===== src/rtl/rv32i_types.sv =====
// Shared front-end types: fetch scheduler FSM states and per-thread reset PC layout.
package rv32i_types;

  typedef enum logic [1:0] {
    IDLE,
    REQ,
    WAIT
  } fetch_sched_state_t;

  localparam logic [31:0] RESET_PC     = 32'h6000_0000;
  localparam logic [31:0] RESET_STRIDE = 32'h0000_1000;

endpackage


===== src/rtl/rr_arbiter.sv =====
// Combinational round-robin picker: first requesting thread at or after rr_ptr, circularly.
module rr_arbiter #(
  parameter int unsigned NUM_THREADS = 2,
  localparam int unsigned TID_W = $clog2(NUM_THREADS)
) (
  input  logic [NUM_THREADS-1:0] req,
  input  logic [TID_W-1:0]       rr_ptr,
  output logic                   grant_valid,
  output logic [TID_W-1:0]       grant_tid
);

  logic [TID_W-1:0] idx;

  always_comb begin
    grant_valid = 1'b0;
    grant_tid   = '0;
    idx         = '0;
    // NUM_THREADS is a power of two, so TID_W-bit addition wraps around the ring
    for (int unsigned i = 0; i < NUM_THREADS; i++) begin
      idx = rr_ptr + TID_W'(i);
      if (!grant_valid && req[idx]) begin
        grant_valid = 1'b1;
        grant_tid   = idx;
      end
    end
  end

endmodule


===== src/rtl/fetch_scheduler.sv =====
// Multi-thread fetch scheduler: per-thread PCs, round-robin grant of the single imem port,
// one outstanding request, delivers tagged instructions to the instruction queue.
module fetch_scheduler #(
  parameter int unsigned NUM_THREADS  = 2,
  parameter logic [31:0] RESET_PC     = rv32i_types::RESET_PC,
  parameter logic [31:0] RESET_STRIDE = rv32i_types::RESET_STRIDE,
  localparam int unsigned TID_W = $clog2(NUM_THREADS)
) (
  input  logic                      clk,
  input  logic                      rst,
  input  logic [NUM_THREADS-1:0]    thread_en,
  input  logic [NUM_THREADS-1:0]    iq_full,
  input  logic [NUM_THREADS-1:0]    redir_valid,
  input  logic [NUM_THREADS*32-1:0] redir_pc,
  input  logic [NUM_THREADS-1:0]    flush_valid,
  input  logic [NUM_THREADS*32-1:0] flush_pc,
  output logic                      imem_req,
  output logic [31:0]               imem_addr,
  input  logic                      imem_ready,
  input  logic                      imem_resp,
  input  logic [31:0]               imem_rdata,
  output logic                      fetch_valid,
  output logic [31:0]               fetch_pc,
  output logic [31:0]               fetch_inst,
  output logic [TID_W-1:0]          fetch_tid,
  output logic [NUM_THREADS*32-1:0] thread_pc
);
  import rv32i_types::*;

  fetch_sched_state_t     state_q;
  logic [31:0]            pc_q [NUM_THREADS];
  logic [TID_W-1:0]       cur_tid_q;
  logic [TID_W-1:0]       rr_ptr_q;
  logic                   stale_q;

  logic [NUM_THREADS-1:0] hit;
  logic [NUM_THREADS-1:0] eligible;
  logic                   cur_hit;
  logic                   deliver;
  logic                   grant_valid;
  logic [TID_W-1:0]       grant_tid;

  assign hit      = flush_valid | redir_valid;
  assign eligible = thread_en & ~iq_full & ~hit;
  assign cur_hit  = hit[cur_tid_q];
  assign deliver  = (state_q == WAIT) && imem_resp && !stale_q && !cur_hit;

  rr_arbiter #(
    .NUM_THREADS(NUM_THREADS)
  ) u_rr_arbiter (
    .req        (eligible),
    .rr_ptr     (rr_ptr_q),
    .grant_valid(grant_valid),
    .grant_tid  (grant_tid)
  );

  // Flush beats redirect beats advance-on-delivery.
  always_ff @(posedge clk or negedge rst) begin
    if (!rst) begin
      for (int unsigned t = 0; t < NUM_THREADS; t++) begin
        pc_q[t] <= RESET_PC + RESET_STRIDE * t;
      end
    end else begin
      for (int unsigned t = 0; t < NUM_THREADS; t++) begin
        if (flush_valid[t]) begin
          pc_q[t] <= flush_pc[32*t +: 32];
        end else if (redir_valid[t]) begin
          pc_q[t] <= redir_pc[32*t +: 32];
        end else if (deliver && cur_tid_q == TID_W'(t)) begin
          pc_q[t] <= pc_q[t] + 32'd4;
        end
      end
    end
  end

  always_comb begin
    thread_pc = '0;
    for (int unsigned t = 0; t < NUM_THREADS; t++) begin
      thread_pc[32*t +: 32] = pc_q[t];
    end
  end

  always_ff @(posedge clk or negedge rst) begin
    if (!rst) begin
      state_q     <= IDLE;
      cur_tid_q   <= '0;
      rr_ptr_q    <= '0;
      stale_q     <= 1'b0;
      imem_req    <= 1'b0;
      imem_addr   <= '0;
      fetch_valid <= 1'b0;
      fetch_pc    <= '0;
      fetch_inst  <= '0;
      fetch_tid   <= '0;
    end else begin
      fetch_valid <= 1'b0;
      unique case (state_q)
        IDLE: begin
          if (grant_valid) begin
            cur_tid_q <= grant_tid;
            imem_req  <= 1'b1;
            imem_addr <= pc_q[grant_tid];
            state_q   <= REQ;
          end
        end
        REQ: begin
          // Accepted requests must complete; a hit at acceptance only poisons the response.
          if (imem_ready) begin
            imem_req <= 1'b0;
            stale_q  <= cur_hit;
            state_q  <= WAIT;
          end else if (cur_hit) begin
            imem_req <= 1'b0;
            state_q  <= IDLE;
          end
        end
        WAIT: begin
          if (imem_resp) begin
            if (deliver) begin
              fetch_valid <= 1'b1;
              fetch_pc    <= imem_addr;
              fetch_inst  <= imem_rdata;
              fetch_tid   <= cur_tid_q;
            end
            rr_ptr_q <= cur_tid_q + TID_W'(1);
            stale_q  <= 1'b0;
            state_q  <= IDLE;
          end else if (cur_hit) begin
            stale_q <= 1'b1;
          end
        end
        default: state_q <= IDLE;
      endcase
    end
  end

endmodule


===== config.mk =====
export PLATFORM = sky130hd
export DESIGN_NAME = fetch_scheduler
export DESIGN_NICKNAME = d
export VERILOG_FILES = /design/src/rtl/rv32i_types.sv /design/src/rtl/rr_arbiter.sv /design/src/rtl/fetch_scheduler.sv
export SDC_FILE = /design/constraint.sdc
export NUM_CORES = 1
export LEC_CHECK = 0
export CORE_AREA = 2 2 130 132
export DETAILED_ROUTE_END_ITERATION = 16
export DIE_AREA = 0 0 132 134
export DONT_BUFFER_PORTS = 1
export PLACE_DENSITY = 0.69
export SLEW_MARGIN = 10
export SYNTH_ARGS = -nofsm -noshare
export SYNTH_HDL_FRONTEND = slang
export SYNTH_SLANG_ARGS = --single-unit

===== constraint.sdc =====
create_clock -name clk -period 4.2 [get_ports clk]
set_clock_uncertainty 0.05 [all_clocks]
set_input_delay 0.63 -clock clk [delete_from_list [all_inputs] [get_ports clk]]
set_output_delay 0.63 -clock clk [all_outputs]
set_load 0.01 [all_outputs]

==> run summary <==
The number of clock buffers added by TritonCTS is 17. From left edge to right edge, the die measures 132 µm. The flow ran to the end, but the final reports show violations. The die footprint is 17690 µm².

The proportion of layout cells with a drive suffix above 1 came out at 0.1532. The worst ir drop on vdd is 0.3196 mV. After detailed routing, the average wire length per cell comes to 25.03 µm. The floorplan has 47 rows. The number of max-cap violations came out at 0. The mean instance size in the synthesized netlist is 10.30 µm². The root buffer cell chosen for the clock tree is clkbuf_16. The longest clock path from root to sink contains 2 buffers. The port buffer count is 0. The number of antenna violations at the first check in global routing is 0. The layout overhead on the synthesized area is 8.566%. On the critical path, the stage with the largest delay is an instance of nand2b_2.

The final layout contains 990 nets. The number of optimization iterations in the first detailed-route pass is 6. The deepest level of the CTS H-tree came out at 4. The post-cts sizing count came out at 0. In this run the vertical extent of the chip is 134 µm. The post-placement cell count came out at 1017. Setup repair after global routing left no endpoint under its margin. The detail-routed via count per cell is 6.550. The routed design has 26260 µm of wire. The finished layout holds 1049 standard cells, fillers aside.

The CTS sink count is 168. The max-slew headroom at the worst pin came out at 0.3251. The fraction of the core area covered by cells at the end of the flow is 0.5773. For this run, global-route usage on met1 was measured as 0.3580. The worst setup path is launched from a flop. The final-layout worst hold slack is -0.1459 ns. Walking the worst path, the cells encountered are nor3_1 -> a21oi_1 -> nand2b_2 -> buf_4 -> mux2_2.

The number of synthesized register bits is 168. The final setup violation count is 0. In the final timing run, aggregate negative setup slack is 0 ns. The count of flip-flops with a built-in enable after synthesis came out at 0. The count of antenna-violating nets left after detailed routing is 0. The first routing iteration left 537 violations. The fill cell total of the finished layout is 1443. The maximum number of pins on one net before global-route repair came out at 169.

The region available for standard cell placement spans 16290 µm². The flip-flop cell with the highest count after synthesis is dfrtp_1. The global routing met2 resource utilization came out at 0.5093. The number of synthesis warnings came out at 0.

The number of distinct library cell variants in the gate-level netlist after synthesis is 60. The top-level port count is 335. The top cell types in the final layout, fill and taps aside, are dfrtp_1, nand2_1, o21ai_0.

The TritonCTS clock tree is built. The arrival time of the worst setup path is 2.96 ns. After synthesis the cells add up to 8662 µm². The met3 usage came out at 0.09373. The required arrival time at the worst endpoint is 4.45 ns. The global-route wire length before repair came out at 40190 µm. The total power per unit cell area came out at 486.4 nW/µm². The number of buffers inserted to repair setup after CTS came out at 0. In this run the worst hold path is classified as in2async. The half-perimeter wire length of the detailed placement result is 19520 µm. The critical path start-end classification is reg2reg.

The worst-skew pair later-pin latency is 0.42 ns. The detailed-route via count came out at 6871. The fraction of registers with async set or reset after synthesis is 1.000. The least setup slack across all paths after layout is 1.493 ns. The portion of the post-synthesis area used by sequential elements is 0.4861. The layer flagged by global routing as most heavily used is met2. The gate count after technology mapping is 841. The via count of the first global-routing pass came out at 6815. The buffers plus inverters on the worst setup path is 1. The final reports fail on negative hold slack. The total congestion overflow after global routing is 0. The number of antenna diodes came out at 0. The all-layer global routing usage came out at 0.2966.

The post-detailed-route DRC marker count came out at 0. The kind of end point of the critical path is a flop. Static timing analysis puts the maximum clock frequency at 369.5 MHz. The pre-CTS worst setup slack is 1.456 ns.

The slew at the pin closest to its max-slew limit came out at 1.010 ns. The post-CTS clock slew at the launch and capture registers of the worst setup and hold paths is 0.06 ns. The number of nets in the synthesized netlist is 1015. The largest single stage delay on the critical path is 0.64 ns.

The minimum clock period after layout came out at 2.707 ns. The final number of max-transition violations is 0. The family with the most delay on the worst path is simple AND/OR/NAND/NOR gates. The library cell used most frequently in the layout, excluding fill and tap cells, is dfrtp_1. The number of failing hold endpoints at the final stage was 163. The starting density of the core came out at 0.5318. The final period utilization came out at 0.6444. The last weighted congestion value of the routability-driven placer is 0.8549. The largest fanout of any net on the critical path came out at 38.

The reported leakage power came out at 0.004224 µW.
registers in the layout, indices dropped and copies added, names as in the netlist:
register     count
fetch_inst      32
imem_req         1
thread_pc       64
rr_ptr_q         1
fetch_pc        32
imem_addr       32
fetch_tid        1
state_q          2
fetch_valid      1
cur_tid_q        1
stale_q          1
final cells by class:
| cell class | count | area [µm²] | area share |
|---|---|---|---|
| Sequential cell | 168 | 4210 | 0.4477 |
| Inverter | 19 | 71.32 | 0.007584 |
| Multi-Input combinational cell | 603 | 4192 | 0.4457 |
| Tap cell | 220 | 275.3 | 0.02927 |
| Clock inverter | 13 | 160.2 | 0.01703 |
| Clock buffer | 19 | 442.9 | 0.04710 |
| Timing Repair Buffer | 7 | 52.55 | 0.005588 |
layer usage:
| metal | vias to the layer above | part of all wire |
|---|---|---|
| li1 | 3036 | - |
| met2 | 374 | 0.50 |
| met5 | - | 0 |
| met4 | 0 | 0.020 |
| met1 | 3425 | 0.38 |
| met3 | 36 | 0.097 |
power breakdown:
part	switching, µW	internal (µW)
Combinational	241	278
Sequential	531	1920
Clock	688	912
worst paths after layout:
check / startpoint / end / slack (ns) / depth (start not counted)
min: rst / fetch_inst[17] / -0.15 / 0
max: cur_tid_q / fetch_pc[0] / 1.49 / 5
min reg2reg: rr_ptr_q / rr_ptr_q / 0.50 / 2
min in group clk: flush_valid[1] / thread_pc[62] / 0.25 / 1
max in group asynchronous: rst / thread_pc[44] / 3.93 / 0
max reg2reg: cur_tid_q / fetch_pc[0] / 1.49 / 5
metrics by stage:
stage	hold slack (ns)	power (µW)	area (µm²)
5_1_grt	-0.1688	4777	9404
4_1_cts	-0.1608	4604	9404
2_1_floorplan	0.2844	2764	8662
3_5_place_dp	0.2876	3009	8801
3_3_place_gp	0.2883	2959	8801
6_report	-0.1459	4574	9404
synth_stat cells, types with 12 or more instances:
cell      count  share of area
a21oi_1      31          0.018
a22oi_1      28          0.024
buf_2        12         0.0069
clkbuf_1     34          0.015
dfrtp_1     163           0.47
inv_1        18         0.0078
mux2_2       65          0.085
mux2i_1      51          0.059
nand2_1      90          0.039
nand3_1      30          0.017
nand4_1      23          0.017
nor2_1       35          0.015
nor3_1       12         0.0069
o21ai_0      69          0.040
o221ai_1     14          0.014
xnor2_1      16          0.016
xor2_1       22          0.022
logic make-up after synthesis:
family,Yosys count,share of synthesized area
AO/OA/AOI/OAI,194,0.1424
AND/OR/NAND/NOR,253,0.1538
XOR/XNOR,38,0.03842
adder cells (fa/ha/maj),2,0.002888
flip-flops,168,0.4861
buffers and inverters,70,0.03293
multiplexers,116,0.1434
No activity file was read; power rests on OpenSTA's default activity.
